[src/rtl/dma_arbiter.sv]
// dma_arbiter: single-channel byte DMA sharing a dual-lane (even/odd byte) memory port
// with a CPU. The CPU always wins the port. The DMA steals idle cycles to copy one
// byte per READ -> LATCH -> WRITE sequence.
//
// Optional feature macro: DMA_ARBITER_FILL_EN
//   defined   : ctrl bit2 (fill) writes src[7:0] as a constant byte, one byte per cycle
//   undefined : ctrl bit2 ignored, every transfer is a copy
//
// Ports
//   clk, reset_n                 clock, asynchronous active-low reset
//   cfg_we/cfg_addr/cfg_wdata    register write (0 src, 1 dst, 2 len, 3 ctrl)
//                                ctrl: bit0 start, bit1 irq_en, bit2 fill, bit3 abort
//   cpu_*                        CPU side of the memory port, cpu_active = CPU owns it
//   mem_*                        memory port (read data valid one cycle after address)
//   busy, done, irq              status: transfer running, sticky completion, interrupt
module dma_arbiter #(
  parameter int unsigned LENBITS = 16
) (
  input  logic        clk,
  input  logic        reset_n,
  input  logic        cfg_we,
  input  logic [1:0]  cfg_addr,
  input  logic [15:0] cfg_wdata,
  input  logic        cpu_active,
  input  logic [14:0] cpu_read_addr_even,
  input  logic [14:0] cpu_read_addr_odd,
  input  logic [14:0] cpu_write_addr_even,
  input  logic [14:0] cpu_write_addr_odd,
  input  logic        cpu_write_en_even,
  input  logic        cpu_write_en_odd,
  input  logic [7:0]  cpu_write_data_even,
  input  logic [7:0]  cpu_write_data_odd,
  output logic [14:0] mem_read_addr_even,
  output logic [14:0] mem_read_addr_odd,
  output logic [14:0] mem_write_addr_even,
  output logic [14:0] mem_write_addr_odd,
  output logic        mem_write_en_even,
  output logic        mem_write_en_odd,
  output logic [7:0]  mem_write_data_even,
  output logic [7:0]  mem_write_data_odd,
  input  logic [7:0]  mem_read_data_even,
  input  logic [7:0]  mem_read_data_odd,
  output logic        busy,
  output logic        done,
  output logic        irq
);

  typedef enum logic [1:0] {StIdle, StRead, StLatch, StWrite} state_e;

  state_e               r_state;
  state_e               w_state_next;
  logic [15:0]          r_src;
  logic [15:0]          r_dst;
  logic [LENBITS-1:0]   r_len;
  logic [7:0]           r_buf;
  logic                 r_irq_en;
  logic                 r_done;
  logic                 r_irq;

  logic w_ctrl_wr;
  logic w_start;
  logic w_abort;
  logic w_len_zero;
  logic w_len_last;
  logic w_dma_own;
  logic w_dma_write;
  logic w_fill;
  logic w_fill_req;
  logic [7:0] w_wr_byte;

  assign w_ctrl_wr  = cfg_we && (cfg_addr == 2'd3);
  assign w_abort    = w_ctrl_wr && cfg_wdata[3];
  // Start with abort in the same write counts as abort only.
  assign w_start    = w_ctrl_wr && cfg_wdata[0] && !cfg_wdata[3] && (r_state == StIdle);
  assign w_len_zero = (r_len == '0);
  assign w_len_last = (r_len == LENBITS'(1));
  assign w_dma_own  = !cpu_active && ((r_state == StRead) || (r_state == StWrite));
  assign w_dma_write = (r_state == StWrite) && !cpu_active && !w_abort;
  assign w_wr_byte  = w_fill ? r_src[7:0] : r_buf;

  assign busy = (r_state != StIdle);
  assign done = r_done;
  assign irq  = r_irq;

`ifdef DMA_ARBITER_FILL_EN
  logic r_fill;

  always_ff @(posedge clk or negedge reset_n) begin
    if (!reset_n) begin
      r_fill <= 1'b0;
    end else if (w_ctrl_wr && (r_state == StIdle)) begin
      r_fill <= cfg_wdata[2];
    end
  end

  assign w_fill     = r_fill;
  // The start write itself may carry fill, so route from the incoming data.
  assign w_fill_req = cfg_wdata[2];
`else
  assign w_fill     = 1'b0;
  assign w_fill_req = 1'b0;
`endif

  // State register
  always_ff @(posedge clk or negedge reset_n) begin
    if (!reset_n) begin
      r_state <= StIdle;
    end else begin
      r_state <= w_state_next;
    end
  end

  // Next-state logic
  always_comb begin
    w_state_next = r_state;
    unique case (r_state)
      StIdle: begin
        if (w_start && !w_len_zero) begin
          w_state_next = w_fill_req ? StWrite : StRead;
        end
      end
      StRead: begin
        if (w_abort)          w_state_next = StIdle;
        else if (!cpu_active) w_state_next = StLatch;
      end
      StLatch: begin
        w_state_next = w_abort ? StIdle : StWrite;
      end
      StWrite: begin
        if (w_abort) begin
          w_state_next = StIdle;
        end else if (!cpu_active) begin
          if (w_len_last)  w_state_next = StIdle;
          else if (w_fill) w_state_next = StWrite;
          else             w_state_next = StRead;
        end
      end
      default: w_state_next = StIdle;
    endcase
  end

  // Port mux: CPU values pass through unless the DMA owns this cycle.
  always_comb begin
    mem_read_addr_even  = cpu_read_addr_even;
    mem_read_addr_odd   = cpu_read_addr_odd;
    mem_write_addr_even = cpu_write_addr_even;
    mem_write_addr_odd  = cpu_write_addr_odd;
    mem_write_en_even   = cpu_write_en_even;
    mem_write_en_odd    = cpu_write_en_odd;
    mem_write_data_even = cpu_write_data_even;
    mem_write_data_odd  = cpu_write_data_odd;
    if (w_dma_own) begin
      mem_write_en_even = 1'b0;
      mem_write_en_odd  = 1'b0;
      if (r_state == StRead) begin
        if (r_src[0]) mem_read_addr_odd  = r_src[15:1];
        else          mem_read_addr_even = r_src[15:1];
      end else if (w_dma_write) begin
        if (r_dst[0]) begin
          mem_write_en_odd    = 1'b1;
          mem_write_addr_odd  = r_dst[15:1];
          mem_write_data_odd  = w_wr_byte;
        end else begin
          mem_write_en_even   = 1'b1;
          mem_write_addr_even = r_dst[15:1];
          mem_write_data_even = w_wr_byte;
        end
      end
    end
  end

  // Configuration and transfer datapath
  always_ff @(posedge clk or negedge reset_n) begin
    if (!reset_n) begin
      r_src    <= '0;
      r_dst    <= '0;
      r_len    <= '0;
      r_buf    <= '0;
      r_irq_en <= 1'b0;
      r_done   <= 1'b0;
      r_irq    <= 1'b0;
    end else begin
      if (cfg_we && (r_state == StIdle)) begin
        case (cfg_addr)
          2'd0:    r_src <= cfg_wdata;
          2'd1:    r_dst <= cfg_wdata;
          2'd2:    r_len <= cfg_wdata[LENBITS-1:0];
          default: ;
        endcase
      end
      if (w_ctrl_wr) r_irq_en <= cfg_wdata[1];
      // Zero-length start completes immediately; otherwise done is cleared.
      if (w_start) r_done <= w_len_zero;
      // Read data is valid here whether or not the CPU holds the port.
      if (r_state == StLatch) r_buf <= r_src[0] ? mem_read_data_odd : mem_read_data_even;
      if (w_dma_write) begin
        if (!w_fill) r_src <= r_src + 16'd1;
        r_dst <= r_dst + 16'd1;
        r_len <= r_len - LENBITS'(1);
        if (w_len_last) r_done <= 1'b1;
      end
      r_irq <= r_done & r_irq_en;
    end
  end

endmodule

[config.mk]
export PLATFORM = sky130hd
export DESIGN_NAME = dma_arbiter
export DESIGN_NICKNAME = d
export VERILOG_FILES = /design/src/rtl/dma_arbiter.sv
export SDC_FILE = /design/constraint.sdc
export NUM_CORES = 1
export LEC_CHECK = 0
export ABC_AREA = 0
export CAP_MARGIN = 20
export CORE_ASPECT_RATIO = 1.2
export CORE_UTILIZATION = 45
export CTS_CLUSTER_SIZE = 16
export DETAILED_ROUTE_END_ITERATION = 10
export MAX_ROUTING_LAYER = met4
export PLACE_DENSITY = 0.81
export SETUP_SLACK_MARGIN = 0.3
export SYNTH_ARGS = -nofsm -noshare
export SYNTH_HDL_FRONTEND = slang
export SYNTH_SLANG_ARGS = --single-unit
[constraint.sdc]
create_clock -name clk -period 3.31 [get_ports clk]
set_clock_uncertainty 0.05 [all_clocks]
set_input_delay 0.4965 -clock clk [delete_from_list [all_inputs] [get_ports clk]]
set_output_delay 0.4965 -clock clk [all_outputs]
set_load 0.02 [all_outputs]
==> results of run 1 <==
## worst paths after layout
path | startpoint | to | slack (ns) | depth (start not counted)
setup / recovery | cfg_we | mem_write_addr_even[12] | 0.40 | 8
hold / removal | r_irq_en | irq | 0.42 | 1
max in group asynchronous | reset_n | r_src[3] | 1.97 | 4
setup reg to reg | r_state[1] | r_len[11] | 1.14 | 4
min in group asynchronous | reset_n | r_dst[1] | 0.51 | 2
hold reg to reg | r_irq_en | irq | 0.42 | 1
## worst max-delay path: stages
cell and delay [ns]:
sky130_fd_sc_hd__clkdlybuf4s50_1 0.45, sky130_fd_sc_hd__buf_4 0.17, sky130_fd_sc_hd__nand4_1 0.12, sky130_fd_sc_hd__nand2_1 0.09
sky130_fd_sc_hd__nor2_2 0.14, sky130_fd_sc_hd__buf_12 0.20, sky130_fd_sc_hd__mux2_2 0.36, sky130_fd_sc_hd__dlygate4sd2_1 0.32
## layer usage
| layer | track usage (%) | vias to the layer above | share of wire [%] |
|---|---|---|---|
| met5 | - | - | 0 |
| met4 | 16.6 | 0 | 4.3 |
| met3 | 6.83 | 55 | 10 |
| met2 | 51.9 | 350 | 49 |
| met1 | 36.5 | 2425 | 37 |
| li1 | - | 2279 | - |
## cell usage in the layout, fill, tap and decap left out, types with 7 or more instances in the layout
cell,synthesis,final
sky130_fd_sc_hd__a211oi_1,13,13
sky130_fd_sc_hd__a21oi_1,19,19
sky130_fd_sc_hd__a311oi_1,8,8
sky130_fd_sc_hd__and3_1,13,13
sky130_fd_sc_hd__and4_1,7,7
sky130_fd_sc_hd__buf_4,0,18
sky130_fd_sc_hd__clkbuf_16,0,9
sky130_fd_sc_hd__clkdlybuf4s50_1,0,117
sky130_fd_sc_hd__dfrtp_1,61,61
sky130_fd_sc_hd__dlygate4sd2_1,0,60
sky130_fd_sc_hd__dlymetal6s2s_1,0,18
sky130_fd_sc_hd__inv_1,11,11
sky130_fd_sc_hd__mux2_2,79,79
sky130_fd_sc_hd__mux2i_1,11,11
sky130_fd_sc_hd__nand2_1,35,35
sky130_fd_sc_hd__nand3_1,22,22
sky130_fd_sc_hd__nor2_1,33,33
sky130_fd_sc_hd__nor3_1,24,24
sky130_fd_sc_hd__nor4_1,9,9
sky130_fd_sc_hd__o21ai_0,13,13
sky130_fd_sc_hd__o22ai_1,14,14
## registers in the layout (all words and copies together), names as in the netlist
signal,count
done,1
irq,1
r_buf,8
r_dst,16
r_irq_en,1
r_len,16
r_src,16
r_state,2
## power by group
part           switching, mW  internal (mW)  leakage [nW]  total (mW)
registers              0.528           1.09         0.690        1.61
clock network          0.321          0.605         0.148       0.926
logic                   1.18           1.05          2.16        2.23
total                   2.03           2.74          3.00        4.77
## synthesized netlist by cell type (all sizes together), types with 2 or more instances
cell type,instances
a311oi,8
a21o,2
nor2,34
o32a,2
or4b,2
nand2,35
mux2i,11
a31oi,2
nor3,25
or2,3
inv,11
and3,13
nand2b,2
o211ai,5
a21oi,19
and4,7
a211oi,13
buf,17
dfrtp,61
nor4,11
or3,4
nor4b,3
nand3,22
or4,7
ha,4
o221a,3
mux2,79
clkbuf,15
o32ai,3
o21a,3
nor3b,2
a22oi,3
a221o,3
and2,3
nand4,5
o22ai,15
o21ai,13
o311ai,4
## area by class of cell
type                       instances  area [sq um]
inverter                          11          41.3
fill                             750          2670
clock buffer                      15           298
sequential                        61          1530
timing repair buffer             220          2170
tap                              123           154
multi-input combinational        382          2800
## stage by stage
step                hold slack, ns  worst slack [ns]  utilization, %
floorplan                    0.151             0.871               -
global placement             0.414             0.212            69.3
detailed placement           0.416             0.190            69.3
CTS                          0.369             0.301            71.6
global route                 0.464             0.329            72.4
finish                       0.424             0.402            72.4
## cell families (layout without fill, tap and decap cells)
family	after synthesis	after routing
flip-flops	61	61
buffers and inverters	43	246
XOR/XNOR	1	1
AO/OA/AOI/OAI	104	104
AND/OR/NAND/NOR	183	183
adder cells (fa/ha/maj)	4	4
multiplexers	90	90
## repair_timing
action | 4_1_cts | 5_1_grt
endpoints found under the hold margin | 0 | 8
resized for setup | 60 | 18
hold buffers | 0 | 1
pin swaps | 1 | 0
endpoints found under the setup margin | 60 | 18
==> out/metrics.sh, run 1 <==
STATUS='completed'
UNREPAIRED_SETUP_ENDPOINTS_AFTER_GLOBAL_ROUTING='no'
TIGHTEST_HOLD_CHECK_TYPE='register to register'
IO-PIN-COUNT=197
POST-ROUTE-DRC-COUNT=0
SYNTH-ASYNC-RESET-RATIO_PCT=100
TRITONCTS.NUM_BUFFERS=9
SYNTH.MUX.AREA_FRACTION_PCT=22.1
FINALWORSTPATHREQUIREDPERIOD_NS=2.91
SYN_AVG_CELL_AREA_SQ_UM=9.31
PLACE.PORT_BUFFERS=196
DRT_ITER0_DRC=315
SYNTHXORXNORAREAFRAC_PCT=0.194
ANT_NETS=0
SYNTH_TOP_AREA_CELL='sky130_fd_sc_hd__dfrtp_1'
WIRE_PER_INST_UM=19.7
CP-END-KIND='output pin'
POST-ROUTE-PERIOD-UTIL_PCT=87.8
PATH_CLK_SLEW_NS=0.05
MAX_SLEW.WORST_PIN.SLEW_NS=0.808
COMPOUND_CELL_AREA_SHARE_OF_THE_YOSYS_NETLIST_PCT=16.3
AREA_GROWTH_SYN_TO_LAYOUT_PCT=54.6
POST_SYNTH_INST_COUNT=486
SYNTHESIZED_NETS=606
CELLLEAKAGEPOWER_nW=3.00
NETS=805
CLOCK_PATH_BUFFERS=2
SLEW_VIOL_FINAL=0
DP.FINAL_HPWL_UM=11600
WORSTPATHREQUIRED_NS=2.76
GRT_PASS1_WL_UM=24900
SYNTH-ADDER-AREA-SHARE_PCT=1.11
SETUP_TNS_NS=0
REPORT.FINAL.SETUP_VIOL=0
SYNTH_TOP_FLOP_CELL='sky130_fd_sc_hd__dfrtp_1'
WORSTPATHARRIVAL_NS=2.36
DRT-VIAS-PER-INSTANCE=6.29
POSTCTSSETUPBUFFERS=0
MAX-CAP-VIOLATIONS=0
ANTENNA_FOUND_INITIAL=0
CRIT_FANOUT=25
POST-SYNTH-TOP-AREA-FRACTION_PCT=33.7
POST_ROUTE_TOTAL_POWER_mW=4.77
PLACEMENT_ROWS=39
DISTINCT_CELLS_SYNTH=61
TRITONCTS='yes'
FP.DIEAREA_SQ_UM=10500
YOSYSSEQAREASHARE_PCT=33.7
IRDROPWORSTVDD_mV=0.390
PLACE.GP.CONGESTION=0.905
CORE_AREA_SQ_UM=9660
YOSYS.AREA_SHARE.SIMPLE_PCT=22.3
SYNTH-EDFF-COUNT=0
DIE_Y_UM=112
CTS_HTREE_LEVELS=3
CLKLATENCYLATEPIN_NS=0.33
INITIAL_UTILIZATION_PCT=46.8
VIAS=5109
TIMING.SETUP.CRITICAL_PATH_CLASS='input port to output pin'
FINALHOLDVIOLATIONS=0
LAYOUTNONFILLERINSTCOUNT=812
POWER.DENSITY_nW_PER_UM2=681
SYNTH-SEQ-CELLS=61
GRT_START_MAX_NET_PINS=50
TIMING.FMAX_GHz=0.344
CHIPWIDTH_UM=93.5
SYNTH_TOP_FAMILY_BY_AREA='simple AND/OR/NAND/NOR gates'
DETAIL_ROUTE.WIRELENGTH_UM=16000
GRT_PASS1_VIAS=4991
YS_WARN_COUNT=0
CTS_ROOT_BUFFER='sky130_fd_sc_hd__clkbuf_16'
DRT_PRE_ANTENNA_ITERS=5
TOP_CELLS_BY_AREA_IN_THE_SYNTHESIZED_NETLIST='sky130_fd_sc_hd__dfrtp_1 34%, sky130_fd_sc_hd__mux2_2 20%, sky130_fd_sc_hd__nand2_1 2.9%'
FINISH.INSTANCE_AREA_SQ_UM=7000
CTS_SINKS=61
GRT_UTIL_ALL_LAYERS_PCT=31.9
NUMPLACEDINSTANCES=795
MAPPEDNETLISTAREA_SQ_UM=4520
ANTENNADIODECOUNT=0
POST_DP_CELL_AREA_SQ_UM=6700
FRACTION_OF_FINAL_LAYOUT_CELLS_SIZED_BEYOND_DRIVE_STRENGTH_1_PCT=19.0
LAUNCHING_ELEMENT_TYPE_OF_THE_CRITICAL_PATH='input port'
GLOBALROUTEOVERFLOWTOTAL=0
RELSLEWSLACK_PCT=45.7
Power figures use the tool's default switching activity.
==> run 2, diff against run 1 <==
- SETUP_SLACK_MARGIN: 0.3 -> 0.15
==> run 2 against run 1 <==
  * Count of clock-buffer cells in the layout unchanged
  * Via count decreased by 0.31%
  * Maximum frequency decreased by 6.1%
  * Cell count unchanged
  * Global-route usage decreased by 0.059 points
  * Utilization increased by 1.2 points
  * Critical path depth decreased by 1
  * Largest cell class unchanged
  * Worst hold slack improved by 0.00070 ns
  * Critical endpoint is now mem_write_addr_odd[9]
  * Setup slack got worse by 0.19 ns
  * Critical path type unchanged
  * Total power increased by 1.8%
==> out/metrics.sh, run 2 (same netlist as run 1, synthesis figures left out) <==
WORSTPATHREQUIRED_NS=2.76  # about the same
PLACEMENT_ROWS=39  # unchanged
CHIPWIDTH_UM=93.5  # unchanged
IRDROPWORSTVDD_mV=0.393  # +0.74%
TRITONCTS.NUM_BUFFERS=9  # unchanged
NETS=805  # unchanged
VIAS=5093  # -0.31%
PLACE.GP.CONGESTION=0.905  # unchanged
FINISH.INSTANCE_AREA_SQ_UM=7120  # +1.7%
POWER.NET_SWITCHING_mW=2.03  # about the same
IO-PIN-COUNT=197  # unchanged
POSTCTSSETUPBUFFERS=0  # unchanged
ANT_NETS=0  # unchanged
MULTI_INPUT_AREA_SQ_UM=2800  # unchanged
DRT_ITER0_DRC=324  # +2.9%
POWER.DENSITY_nW_PER_UM2=682  # about the same
GLOBALROUTEOVERFLOWTOTAL=0  # unchanged
LAYOUT.CELLS.MOST_COMMON='sky130_fd_sc_hd__clkdlybuf4s50_1'
TIMING.SETUP.CRITICAL_PATH_CLASS='input port to output pin'
FINALWORSTPATHREQUIREDPERIOD_NS=3.10  # +0.189 ns
WIRE_PER_INST_UM=19.7  # about the same
MAX-CAP-VIOLATIONS=0  # unchanged
POST-ROUTE-DRC-COUNT=0  # unchanged
CORE_AREA_SQ_UM=9660  # unchanged
CLKLATENCYLATEPIN_NS=0.33  # about the same
TRITONCTS='yes'
SETUP_TNS_NS=0  # unchanged
LAUNCHING_ELEMENT_TYPE_OF_THE_CRITICAL_PATH='input port'
GRT.MET2_USAGE_PCT=51.5  # -0.39 points
DP.FINAL_HPWL_UM=11600  # unchanged
POWER_FRAC_COMB_PCT=47.7  # +1.0 points
FIN_UTIL_PCT=73.6  # +1.2 points
CLOCK_PATH_BUFFERS=2  # unchanged
AREA_GROWTH_SYN_TO_LAYOUT_PCT=57.3
PWR-SHARE-CLK_PCT=19.1  # -0.3 points
CP-END-KIND='output pin'
UNREPAIRED_SETUP_ENDPOINTS_AFTER_GLOBAL_ROUTING='no'
DETAIL_ROUTE.WIRELENGTH_UM=16000  # about the same
PLACE.PORT_BUFFERS=196  # unchanged
PATH_CLK_SLEW_NS=0.05  # about the same
ANTENNA_FOUND_INITIAL=0  # unchanged
CRIT_FANOUT=23  # -8.0%
FF_LATCH_AREA_SQ_UM=1530  # unchanged
REPORT.FINAL.SETUP_VIOL=0  # unchanged
DRT_PRE_ANTENNA_ITERS=7  # +2
CRITICAL_PATH_CELL_LIST='clkdlybuf4s50_1 -> and4_1 -> nor2_1 -> nand2_1 -> buf_12 -> mux2_2 -> clkdlybuf4s50_1'
WORSTPATHARRIVAL_NS=2.55  # +0.19 ns
SLEW_VIOL_FINAL=0  # unchanged
CELLLEAKAGEPOWER_nW=3.09  # +2.8%
FP.DIEAREA_SQ_UM=10500  # unchanged
FINALHOLDVIOLATIONS=0  # unchanged
POST-ROUTE-PERIOD-UTIL_PCT=93.5  # +5.7 points
CTS_SINKS=61  # unchanged
PRE_CTS_WS_NS=0.190  # unchanged
POWER_SWITCHING_SHARE_PCT=41.8  # -0.71 points
STATUS='completed'
DRT-VIAS-PER-INSTANCE=6.27  # -0.31%
NUM-FILL-CELLS=698  # -6.9%
CELL_OCCURRING_MOST_OFTEN_ALONG_THE_WORST_TIMING_PATH='sky130_fd_sc_hd__clkdlybuf4s50_1'
PROPORTION_OF_POWER_DRAWN_BY_FLIP_FLOPS_AND_LATCHES_PCT=33.2  # -0.7 points
MAX_SLEW.WORST_PIN.SLEW_NS=0.803  # -0.00500 ns
P_INT_mW=2.82  # +3.0%
GRT_PASS1_WL_UM=24900  # -0.16%
TIGHTEST_HOLD_CHECK_TYPE='register to register'
GLOBALROUTEMET1UTIL_PCT=36.5  # unchanged
GRT_PASS1_VIAS=4994  # +0.060%
GRT_UTIL_ALL_LAYERS_PCT=31.8  # -0.059 points
GRTUSAGEMET3_PCT=6.90  # +0.068 points
REG_TOP3='r_dst x16, r_len x16, r_src x16'
GR-MAX-USAGE-LAYER='met2'
CTS_ROOT_BUFFER='sky130_fd_sc_hd__clkbuf_16'
DIE_Y_UM=112  # unchanged
INITIAL_UTILIZATION_PCT=46.8  # unchanged
ANTENNADIODECOUNT=0  # unchanged
POST_DP_CELL_AREA_SQ_UM=6700  # unchanged
GRT_START_MAX_NET_PINS=50  # unchanged
FRACTION_OF_FINAL_LAYOUT_CELLS_SIZED_BEYOND_DRIVE_STRENGTH_1_PCT=19.0  # unchanged
FINAL_CELL_MIX='159 x sky130_fd_sc_hd__clkdlybuf4s50_1, 79 x sky130_fd_sc_hd__mux2_2, 61 x sky130_fd_sc_hd__dfrtp_1, 36 x sky130_fd_sc_hd__dlymetal6s2s_1, 35 x sky130_fd_sc_hd__nand2_1'
TIMING.FMAX_GHz=0.323  # -6.1%
RELSLEWSLACK_PCT=46.1  # +0.34 points
SETUP_SLACK_NS=0.214  # -0.189 ns
CRIT_PATH_TOP_DELAY_CELL='sky130_fd_sc_hd__clkdlybuf4s50_1'
CRIT_PATH_MAX_INCR_DELAY_NS=0.54  # +0.09 ns
CTS_HTREE_LEVELS=3  # unchanged
-- run 2: changes by cell type in the layout (fill, tap and decap cells not counted) --
cell,previous run,this run
sky130_fd_sc_hd__dlygate4sd2_1,60,0
sky130_fd_sc_hd__clkdlybuf4s50_1,117,159
sky130_fd_sc_hd__dlymetal6s2s_1,18,36
-- run 2: area by class of cell --
class | instances | share of cell area [%]
clock buffer | 15 | 4.18
multi-input combinational | 382 | 39.4
inverter | 11 | 0.580
sequential | 61 | 21.5
timing repair buffer | 220 | 32.2
tap | 123 | 2.16
-- run 2: power groups by stage --
| stage | Clock [mW] | Combinational, mW | Sequential (mW) |
|---|---|---|---|
| floorplan | 0 | 1.54 | 1.38 |
| global placement | 0 | 2.23 | 1.56 |
| detailed placement | 0 | 2.30 | 1.59 |
| CTS | 0.931 | 2.32 | 1.58 |
| global route | 0.969 | 2.49 | 1.66 |
| finish | 0.925 | 2.31 | 1.61 |
-- run 2: stage by stage --
step | cells | power (mW) | hold slack (ns)
detailed placement | 795 | 3.89 | 0.416
global placement | 795 | 3.79 | 0.414
global route | 812 | 5.13 | 0.464
floorplan | 486 | 2.92 | 0.151
finish | 812 | 4.85 | 0.425
CTS | 810 | 4.83 | 0.369
-- run 2: metal layers --
layer | vias up | share of wire (%)
li1 | 2272 | -
met1 | 2419 | 36
met2 | 347 | 49
met3 | 55 | 10
met4 | 0 | 4.5
met5 | - | 0
-- run 2: final timing paths --
path | endpoint | slack (ns) | depth (start not counted) | from
max in group asynchronous | r_src[2] | 1.96 | 4 | reset_n
min in group asynchronous | r_dst[1] | 0.52 | 2 | reset_n
hold reg to reg | irq | 0.43 | 1 | r_irq_en
setup / recovery | mem_write_addr_odd[9] | 0.21 | 7 | cfg_we
hold / removal | irq | 0.43 | 1 | r_irq_en
setup reg to reg | r_len[11] | 1.15 | 4 | r_state[1]
-- run 2: repair_timing --
action | CTS | global route
hold buffers | 0 | 1
resized for setup | 0 | 36
setup endpoints to repair | 0 | 45
endpoints found under the hold margin | 0 | 8
-- run 2: critical path, delay by kind of cell --
family        cells  cell delay [ns]
simple gates      3             0.44
buf+inv           3             1.24
mux               1             0.35
